[src/rtl/laser_tick_table_gen.sv]
// Builds per-frame {active, delta_tick} tables from CORDIC theta/tick lookups on each update_mem_i toggle.
// Optional LASER_TICK_TABLE_PIXEL_MASK_EN adds pixel_mask_i, which drives the active bit per column.
module laser_tick_table_gen #(
    parameter int FRAME_COLUMNS_P = 360,
    parameter int LINE_POINTS_P   = 20,
    parameter int FRAME_NUMBER_P  = 5,
    parameter int TICK_W_P        = 16,
    localparam int PASSAGES = FRAME_COLUMNS_P / LINE_POINTS_P,
    localparam int STEP     = FRAME_NUMBER_P * PASSAGES,
    localparam int TOTAL    = FRAME_COLUMNS_P * FRAME_NUMBER_P,
    localparam int THETA_W  = $clog2(TOTAL),
    localparam int ADDR_W   = $clog2(FRAME_COLUMNS_P),
    localparam int FSEL_W   = (FRAME_NUMBER_P > 1) ? $clog2(FRAME_NUMBER_P) : 1
) (
    input  logic                 clk_i,
    input  logic                 rst_i,
    input  logic                 update_mem_i,
`ifdef LASER_TICK_TABLE_PIXEL_MASK_EN
    input  logic [FRAME_COLUMNS_P-1:0] pixel_mask_i,
`endif
    output logic                 theta_valid_o,
    output logic [THETA_W-1:0]   theta_o,
    input  logic                 theta_ready_i,
    input  logic                 tick_valid_i,
    input  logic [TICK_W_P-1:0]  tick_i,
    output logic                 we_o,
    output logic [ADDR_W-1:0]    waddr_o,
    output logic [TICK_W_P:0]    wdata_o,
    output logic [FSEL_W-1:0]    mem_sel_o,
    output logic                 mem_updated_o,
    output logic                 done_o,
    output logic                 overrun_o
);
    localparam int EDGE_N = 1 << FSEL_W;

    typedef enum logic [1:0] {S_IDLE, S_EDGE, S_UPDATE, S_DONE} state_t;
    state_t state_q, state_d;

    logic                upd_s1_q, upd_s2_q;
    logic                vld_q, outst_q, kick_q, last_wr_q;
    logic [FSEL_W-1:0]   f_q;
    logic [ADDR_W-1:0]   col_q, p_q, k_q;
    logic [TICK_W_P-1:0] last_q;
    logic [TICK_W_P-1:0] edge_tick_q [EDGE_N];
    logic                we_q, overrun_q;
    logic [ADDR_W-1:0]   waddr_q;
    logic [TICK_W_P:0]   wdata_q;
    logic [FSEL_W-1:0]   msel_q;
`ifdef LASER_TICK_TABLE_PIXEL_MASK_EN
    logic [FRAME_COLUMNS_P-1:0] mask_q;
`endif

    logic                req, rsp, last_frame, last_col, last_p, active;
    logic [TICK_W_P-1:0] base_tick, corr_tick, delta;

    assign req        = upd_s1_q ^ upd_s2_q;
    assign rsp        = outst_q & tick_valid_i;
    assign last_frame = (f_q == FSEL_W'(FRAME_NUMBER_P - 1));
    assign last_col   = (col_q == ADDR_W'(FRAME_COLUMNS_P - 1));
    assign last_p     = (p_q == ADDR_W'(LINE_POINTS_P - 1));

    // Each frame restarts from zero; a passage turnaround adds back the measured edge ticks.
    assign base_tick = (col_q == '0) ? '0 : last_q;
    assign corr_tick = (p_q == '0 && k_q != '0) ? edge_tick_q[f_q] : '0;
    assign delta     = tick_i - base_tick + corr_tick;

`ifdef LASER_TICK_TABLE_PIXEL_MASK_EN
    assign active = mask_q[col_q];
`else
    assign active = 1'b1;
`endif

    always_ff @(posedge clk_i) begin
        if (rst_i) state_q <= S_IDLE;
        else       state_q <= state_d;
    end

    always_comb begin
        state_d = state_q;
        unique case (state_q)
            S_IDLE:   if (req) state_d = S_EDGE;
            S_EDGE:   if (rsp && last_frame) state_d = S_UPDATE;
            S_UPDATE: if (last_wr_q) state_d = S_DONE;
            S_DONE:   state_d = S_IDLE;
            default:  state_d = S_IDLE;
        endcase
    end

    always_comb begin
        mem_updated_o = (state_q == S_IDLE);
        done_o        = (state_q == S_DONE);
        theta_o       = '0;
        if (state_q == S_EDGE)
            theta_o = THETA_W'(TOTAL - FRAME_NUMBER_P + int'(f_q));
        else if (state_q == S_UPDATE)
            theta_o = THETA_W'(int'(p_q) * STEP + int'(k_q >> 1) * FRAME_NUMBER_P + int'(f_q));
    end

    always_ff @(posedge clk_i) begin
        if (rst_i) begin
            upd_s1_q  <= 1'b0;
            upd_s2_q  <= 1'b0;
            vld_q     <= 1'b0;
            outst_q   <= 1'b0;
            kick_q    <= 1'b0;
            last_wr_q <= 1'b0;
            f_q       <= '0;
            col_q     <= '0;
            p_q       <= '0;
            k_q       <= '0;
            last_q    <= '0;
            for (int i = 0; i < EDGE_N; i++) edge_tick_q[i] <= '0;
            we_q      <= 1'b0;
            overrun_q <= 1'b0;
            waddr_q   <= '0;
            wdata_q   <= '0;
            msel_q    <= '0;
`ifdef LASER_TICK_TABLE_PIXEL_MASK_EN
            mask_q    <= '0;
`endif
        end else begin
            upd_s1_q <= update_mem_i;
            upd_s2_q <= upd_s1_q;
            we_q     <= 1'b0;
            kick_q   <= (state_d != state_q) && (state_d == S_EDGE || state_d == S_UPDATE);
            if (req && state_q != S_IDLE) overrun_q <= 1'b1;

            if (vld_q && theta_ready_i) begin
                vld_q   <= 1'b0;
                outst_q <= 1'b1;
            end else if (tick_valid_i) begin
                outst_q <= 1'b0;
            end
            if (kick_q) vld_q <= 1'b1;

            if (state_q == S_IDLE && req) begin
                f_q       <= '0;
                col_q     <= '0;
                p_q       <= '0;
                k_q       <= '0;
                last_wr_q <= 1'b0;
`ifdef LASER_TICK_TABLE_PIXEL_MASK_EN
                mask_q    <= pixel_mask_i;
`endif
            end

            if (rsp && state_q == S_EDGE) begin
                edge_tick_q[f_q] <= tick_i;
                if (last_frame) f_q <= '0;
                else begin
                    f_q   <= f_q + 1'b1;
                    vld_q <= 1'b1;
                end
            end

            if (rsp && state_q == S_UPDATE) begin
                we_q    <= 1'b1;
                waddr_q <= col_q;
                msel_q  <= f_q;
                wdata_q <= {active, delta};
                last_q  <= tick_i;
                if (last_col) begin
                    col_q <= '0;
                    p_q   <= '0;
                    k_q   <= '0;
                    f_q   <= last_frame ? '0 : f_q + 1'b1;
                end else begin
                    col_q <= col_q + 1'b1;
                    p_q   <= last_p ? '0 : p_q + 1'b1;
                    k_q   <= last_p ? k_q + 1'b1 : k_q;
                end
                if (last_col && last_frame) last_wr_q <= 1'b1;
                else                        vld_q     <= 1'b1;
            end
        end
    end

    assign theta_valid_o = vld_q;
    assign we_o          = we_q;
    assign waddr_o       = waddr_q;
    assign wdata_o       = wdata_q;
    assign mem_sel_o     = msel_q;
    assign overrun_o     = overrun_q;
endmodule

[config.mk]
export PLATFORM = sky130hd
export DESIGN_NAME = laser_tick_table_gen
export DESIGN_NICKNAME = d
export VERILOG_FILES = /design/src/rtl/laser_tick_table_gen.sv
export SDC_FILE = /design/constraint.sdc
export NUM_CORES = 1
export LEC_CHECK = 0
export ABC_AREA = 1
export BUFFER_PORTS_ARGS = -buffer_cell sky130_fd_sc_hd__buf_4
export CAP_MARGIN = 20
export CORE_AREA = 8 8 165 167
export CTS_BUF_LIST = sky130_fd_sc_hd__clkbuf_4 sky130_fd_sc_hd__clkbuf_8
export DETAILED_ROUTE_END_ITERATION = 16
export DIE_AREA = 0 0 173 175
export PLACE_DENSITY = 0.7
export SLEW_MARGIN = 5
export SYNTH_ARGS = -nofsm -noshare
export SYNTH_HDL_FRONTEND = slang
export SYNTH_SLANG_ARGS = --single-unit
[constraint.sdc]
create_clock -name clk_i -period 5.8 [get_ports clk_i]
set_clock_uncertainty 0.1 [all_clocks]
set_input_delay 0.87 -clock clk_i [delete_from_list [all_inputs] [get_ports clk_i]]
set_output_delay 0.87 -clock clk_i [all_outputs]
set_load 0.05 [all_outputs]
==> impl_results.md, run 1 <==
* Post-synth cell types at 52
* Drt pass-1 iters at 5
* Hold EP: upd_s2_q
* Warnings from Yosys at 0
* Share of the synthesized area in the top cell type at between 30% and 40%
* Worst r2r path cells at 17
* Die area at approximately 0.030 mm2
* Sequential share of power at between 50% and 60%
* Crit path max fanout at 8
* Clk pwr share at roughly 43%
* CTS Buffer Depth at 3
* Switching share of power at between 20% and 30%
* DRT antenna net count at 0
* Maximum number of pins on one net before global-route repair at 74
* CP arrival at between 4 and 5 ns
* Status: complete, no violations
* Met2 global-route usage at 35.8%
* Fill count at roughly 2200
* Fin. max-slew vios at 0
* Commonest cells post-synth: nor2_1, nand2_1, inv_1
* Sequential share of the synthesized area at a little under half
* Post-synth top flop: edfxtp_1
* FP Rows at 58
* Final min period at around 5.7 ns
* Peak VDD IR at approximately 210 uV
* Via/cell ratio at 5.43
* F_max at 176 MHz
* Sw Pwr at around 0.8 mW
* Internal power at about 2.5 mW
* CTS buffer count at 36
* HP Start: upd_s1_q
* Synthesized cell area at ~0.012 mm2
* Startpoint types: register
* Post-synthesis register bit count at between 200 and 250
* Number of remaining DRC errors at 0
* H-tree Lvls at 2
* CTS hold repair buffers at 0
* Core area at ~0.025 mm2
* ANT cells at 0
* Wire per inst at between 15 and 20 um
* # IOs at 66
* Slew margin rel. at about 33%
* Share of cells above drive strength 1 at 15.5%
* Reg clk slew, reported paths at ~0.060 ns
* Asr flop ratio synth at 0%
* Number of synthesized flops with an enable pin at around 130
* Power Density at between 200 and 250 mW/mm2
* Placed Area at ~0.013 mm2
* Worst R2R End: wdata_o[15]
* Cell area after layout at 0.0137 mm2
* Final hold vios at 0
* Final HPWL DP at 20300 um
* Critical R2R Launch: f_q[0]
* Combinational Power Share at ~6.9%
* Total Wirelength at roughly 31000 um
* Grt met3 use at roughly 3.3%
* Syn_nets at approximately 1500
* Initial Util at 48.2%
* Antenna violations before repair at 0
* TritonCTS clock tree: built
* Overflow after GRT at 0
* Yosys top cell by area: edfxtp_1
* Max-cap check violation count at 0
* # setup viols final at 0
* Syn avg cell area at between 8 and 9 um2
* Number of global-route vias before repair at 9697
* Busiest layer in global routing: met2
* Hold Path Class: register to register
* Tot Pwr at 3.27 mW
* Reg-to-reg slack, setup at 1.25 ns
* Leakage power total at 5.97 nW
* First-pass GRT wire length at between 40000 and 50000 um
* Nets at approximately 1600
* DR iter-0 viols at around 710
* Req. time, crit path at roughly 4.8 ns
* GR Util All Layers at 20.0%
* Global placer's final weighted congestion at between 0.9 and 1
* Worst-margin pin slew at 1.00 ns
* Top cells by area, synth: edfxtp_1, dfxtp_1, nor2_1
* Top-count cell post-synth: nor2_1
* Fin crit share at 97.9%
* Hold depth at 2
* Cells after Synth at roughly 1400
* Grt met1 use at 24.0%
* Width of the die at between 150 and 200 um
* Worst-skew pair later-pin latency at 0.56 ns
* Port Buffer Count at 65
* Critical path capture point type: output pin
* Vias at ~9800
* Layout area overhead at 15.4%
* Height of the chip at roughly 180 um
* Root Driver: clkbuf_8
* WS Path Type: register to output pin
* Sink Count at between 200 and 250
-- critical path: stages (launching register included) --
cell and delay [ns]:
dfxtp_4 0.37, ha_1 0.30, ha_1 0.30, inv_1 0.08, fa_2 0.56, inv_1 0.06
ha_1 0.33, a31oi_4 0.22, xnor2_2 0.13, fa_1 0.48, ha_4 0.27, ha_4 0.28
inv_4 0.05, o31a_1 0.26, nand3_1 0.07, nand2_1 0.07, o21ai_2 0.16, buf_6 0.17
-- placed cells by master, fill, tap and decap left out, types with 3 or more instances in the layout --
master / instances
clkinv_1: 4
nand3_1: 62
inv_1: 167
o21ai_0: 65
a21o_1: 3
dfxtp_1: 77
clkbuf_8: 42
nor4_1: 8
clkbuf_4: 15
dfxtp_4: 5
nand4_1: 14
nand2_2: 12
a21oi_1: 96
a21oi_2: 5
fa_1: 30
o22ai_1: 58
nor2_1: 243
dfxtp_2: 3
buf_4: 71
ha_1: 51
nand2_1: 192
xnor2_1: 4
xor2_1: 12
edfxtp_1: 128
o21ai_1: 3
nand3b_1: 3
nor3_2: 5
nor3_1: 4
nand3_2: 3
ha_4: 14
inv_2: 22
-- flip-flops by register name, summed over array words and instances (netlist names), 2 cells and up --
signal / count
col_q: 9
edge_tick_q: 128
f_q: 3
k_q: 9
last_q: 16
mem_sel_o: 3
p_q: 9
state_q: 2
waddr_o: 9
wdata_o: 17
-- cell type report --
class	instances	area [um2]	area share [%]
inverters	193	727	5.30
multi-input cells	924	5680	41.4
well taps	330	413	3.01
repair buffers	74	576	4.20
flip-flops and latches	213	5570	40.6
clock buffers	57	691	5.04
clock inverters	6	65.1	0.474
-- cells by family after synthesis --
kind of cell	synth area share (%)
simple gates	20.1
compound gates	11.6
xor+xnor	1.40
buf+inv	7.75
flops	46.7
fa+ha+maj	12.4
-- power by group through the flow --
stage | clock, mW | sequential, mW | combinational [mW]
2_1_floorplan | 0 | 1.68 | 0.149
3_3_place_gp | 0 | 1.68 | 0.219
3_5_place_dp | 0 | 1.68 | 0.222
4_1_cts | 1.41 | 1.65 | 0.224
5_1_grt | 1.48 | 1.65 | 0.249
6_report | 1.40 | 1.65 | 0.224
-- stage by stage --
stage | hold slack, ns | setup WS, ns | instances | setup TNS (ns) | util, %
after global routing | 0.351 | -0.0254 | 1797 | -0.0334 | 55.6
after floorplan | 0.316 | 0.0152 | 1374 | 0 | -
after global placement | 0.327 | 0.353 | 1729 | 0 | 51.1
after detailed placement | 0.336 | 0.254 | 1729 | 0 | 51.1
after CTS | 0.344 | 0.00608 | 1792 | 0 | 54.6
final | 0.341 | 0.124 | 1797 | 0 | 55.6
-- worst max path at each step --
| stage | startpoint | end | slack [ns] | depth (start not counted) |
|---|---|---|---|---|
| 6_report | p_q[2] | theta_o[9] | 0.12 | 17 |
| 4_1_cts | p_q[2] | theta_o[10] | 0.006 | 20 |
| 3_5_place_dp | p_q[3] | theta_o[10] | 0.25 | 22 |
| 3_3_place_gp | p_q[2] | theta_o[10] | 0.35 | 18 |
| 2_1_floorplan | p_q[2] | theta_o[8] | 0.02 | 15 |
| 5_1_grt | p_q[2] | theta_o[9] | -0.03 | 17 |
-- what timing repair did --
| action | CTS | global route |
|---|---|---|
| buffers inserted | 0 | 5 |
| resized for setup | 23 | 32 |
| pin swaps | 4 | 16 |
| endpoints found under the setup margin | 3 | 3 |
-- metal layers --
metal  part of all wire [%]  wire length, um  up-vias
li1                       -                -     4722
met1                     41            12800     4632
met2                     50            15700      351
met3                    6.6             2060       55
met4                    2.3              707        0
met5                      0                0        -
(Power assumes the default switching activity.)
==> run 2: changes to the inputs <==
CORE_AREA = 8 8 182 184   (was 8 8 165 167)
DIE_AREA = 0 0 190 192   (was 0 0 173 175)
PLACE_DENSITY = 0.6   (was 0.7)
==> impl_results.md, run 2 (synthesis results as in run 1) <==
* Status: complete, no violations
* Switching share of power at 24.1% (-0.42 points)
* Peak VDD IR at 156 uV (-26%)
* Critical R2R Launch: f_q[0]
* Sink Count at 213 (unchanged)
* Combinational Power Share at 6.8% (about the same)
* Maximum number of pins on one net before global-route repair at 72 (-2.7%)
* Total Wirelength at 31900 um (+1.9%)
* F_max at 178 MHz (+0.79%)
* Number of global-route vias before repair at 9407 (-3.0%)
* Port Buffer Count at 65 (unchanged)
* Global placer's final weighted congestion at 0.873 (-4.0%)
* Tot Pwr at 3.29 mW (+0.76%)
* Initial Util at 39.4% (-8.8 points)
* Hold depth at 2 (unchanged)
* Sw Pwr at 0.793 mW (-0.96%)
* TritonCTS clock tree: built
* Crit path max fanout at 8 (unchanged)
* Final hold vios at 0 (unchanged)
* Most flops, register: edge_tick_q
* Startpoint types: register
* Most common cell after layout, fill and taps aside: nor2_1
* Vias at 9593 (-1.7%)
* Reg-to-reg slack, setup at 1.54 ns (+0.29 ns)
* Sequential share of power at 50.0% (-0.4 points)
* ANT cells at 0 (unchanged)
* Max reg flops at 128 (unchanged)
* Width of the die at 190 um (+9.8%)
* Final min period at 5.63 ns (-0.0447 ns)
* Die area at 0.0365 mm2 (+20%)
* CTS Buffer Depth at 3 (unchanged)
* DR iter-0 viols at 582 (-18%)
* Worst-skew pair later-pin latency at 0.55 ns (about the same)
* Wire per inst at 17.1 um (-1.8%)
* CTS buffer count at 38 (+5.6%)
* Overflow after GRT at 0 (unchanged)
* # setup viols final at 0 (unchanged)
* Placed Area at 0.0127 mm2 (+0.71%)
* Layout area overhead at 16.0%
* Slew margin rel. at 31.3% (-1.8 points)
* Fin crit share at 97.1% (-0.77 points)
* Share of cells above drive strength 1 at 15.0% (-0.51 points)
* Height of the chip at 192 um (+9.7%)
* Internal power at 2.50 mW (+1.3%)
* GR Util All Layers at 17.2% (-2.8 points)
* Most frequent cells in the layout: nor2_1, nand2_1, inv_1
* Leakage power total at 5.98 nW (+0.25%)
* First-pass GRT wire length at 50300 um (+1.3%)
* Final HPWL DP at 21000 um (+3.2%)
* HP Start: upd_s1_q
* CTS hold repair buffers at 0 (unchanged)
* Power Density at 239 mW/mm2 (+0.31%)
* Cell area after layout at 0.0138 mm2 (+0.45%)
* Critical path capture point type: output pin
* # IOs at 66 (unchanged)
* Hold Path Class: register to register
* H-tree Lvls at 2 (unchanged)
* Clk pwr share at 43.2% (+0.4 points)
* Worst R2R End: wdata_o[12]
* Number of remaining DRC errors at 0 (unchanged)
* FP Rows at 64 (+10%)
* Antenna violations before repair at 0 (unchanged)
* Worst r2r path cells at 19 (+2)
* Hold EP: upd_s2_q
* Max-cap check violation count at 0 (unchanged)
* Worst-margin pin slew at 1.03 ns (+0.0263 ns)
* DRT antenna net count at 0 (unchanged)
* Drt pass-1 iters at 5 (unchanged)
* CP arrival at 4.66 ns (-0.05 ns)
* Reg clk slew, reported paths at 0.06 ns (about the same)
* Root Driver: clkbuf_8
* Req. time, crit path at 4.83 ns (about the same)
* WS Path Type: register to output pin
* Fin. max-slew vios at 0 (unchanged)
* Core area at 0.0302 mm2 (+22%)
* Via/cell ratio at 5.14 (-5.3%)
* Nets at 1568 (+0.38%)
[run 2: changes by cell type in the layout (fill, tap and decap cells not counted), moves of 2 or more]
cell       before  now
buf_4          71   76
bufinv_16       0    2
clkbuf_4       15    9
clkinv_1        4    8
ha_1           51   53
ha_4           14   11
[run 2: layout make-up]
class / instances / area (um2)
sequential: 213 / 5570
clock inverter: 12 / 126
tap: 396 / 495
timing repair buffer: 78 / 593
multi-input combinational: 924 / 5630
fill: 2932 / 16400
clock buffer: 50 / 632
inverter: 193 / 727
[run 2: worst max path at each step]
stage / start / endpoint / slack [ns] / cells after the start
2_1_floorplan: p_q[2] / theta_o[8] / 0.02 / 15
3_3_place_gp: p_q[1] / theta_o[10] / 0.32 / 22
3_5_place_dp: p_q[1] / theta_o[10] / 0.28 / 22
4_1_cts: p_q[2] / theta_o[10] / 0.002 / 21
5_1_grt: p_q[5] / theta_o[10] / -0.02 / 18
6_report: p_q[5] / theta_o[10] / 0.17 / 18
[run 2: per-stage QoR]
step	utilization, %	setup slack, ns	instances	hold WS, ns	setup TNS [ns]
after floorplan	-	0.0152	1374	0.316	0
after global placement	42.1	0.322	1796	0.329	0
after detailed placement	42.1	0.282	1796	0.337	0
after CTS	44.8	0.00230	1858	0.346	0
after global routing	45.6	-0.0167	1866	0.370	-0.0170
final	45.6	0.169	1866	0.337	0
[run 2: per-layer routing]
layer  GRT usage (%)  wire, um  part of all wire (%)  up-vias
met2            30.2     15600                    49      301
met1            21.6     13900                    43     4513
met5               0         0                     0        -
met3            2.74      1830                   5.7       49
met4            4.90       604                   1.9        0
li1                -         -                     -     4730
[run 2: worst max-delay path, stage by stage (launching register included)]
cell and delay [ns]:
dfxtp_4 0.38, ha_1 0.31, fa_1 0.49, inv_1 0.06
fa_1 0.53, inv_1 0.05, ha_2 0.32, a21oi_1 0.19
xnor2_1 0.14, ha_1 0.25, ha_1 0.34, ha_4 0.29
inv_1 0.09, nor3_2 0.23, a21oi_2 0.09, nand3_1 0.09
nand3_1 0.07, nand2_1 0.08, buf_6 0.16
[run 2: power by group through the flow]
stage | Combinational [mW] | Clock (mW) | Sequential [mW]
after CTS | 0.227 | 1.45 | 1.65
after global placement | 0.223 | 0 | 1.68
after detailed placement | 0.225 | 0 | 1.68
after floorplan | 0.149 | 0 | 1.68
final | 0.224 | 1.42 | 1.64
after global routing | 0.250 | 1.52 | 1.65
[run 2: what timing repair did]
| item | CTS | global route |
|---|---|---|
| endpoints found under the hold margin | 0 | 0 |
| gates resized for setup | 16 | 33 |
| buffers inserted | 0 | 8 |
| endpoints found under the setup margin | 3 | 3 |
| pin swaps | 2 | 13 |
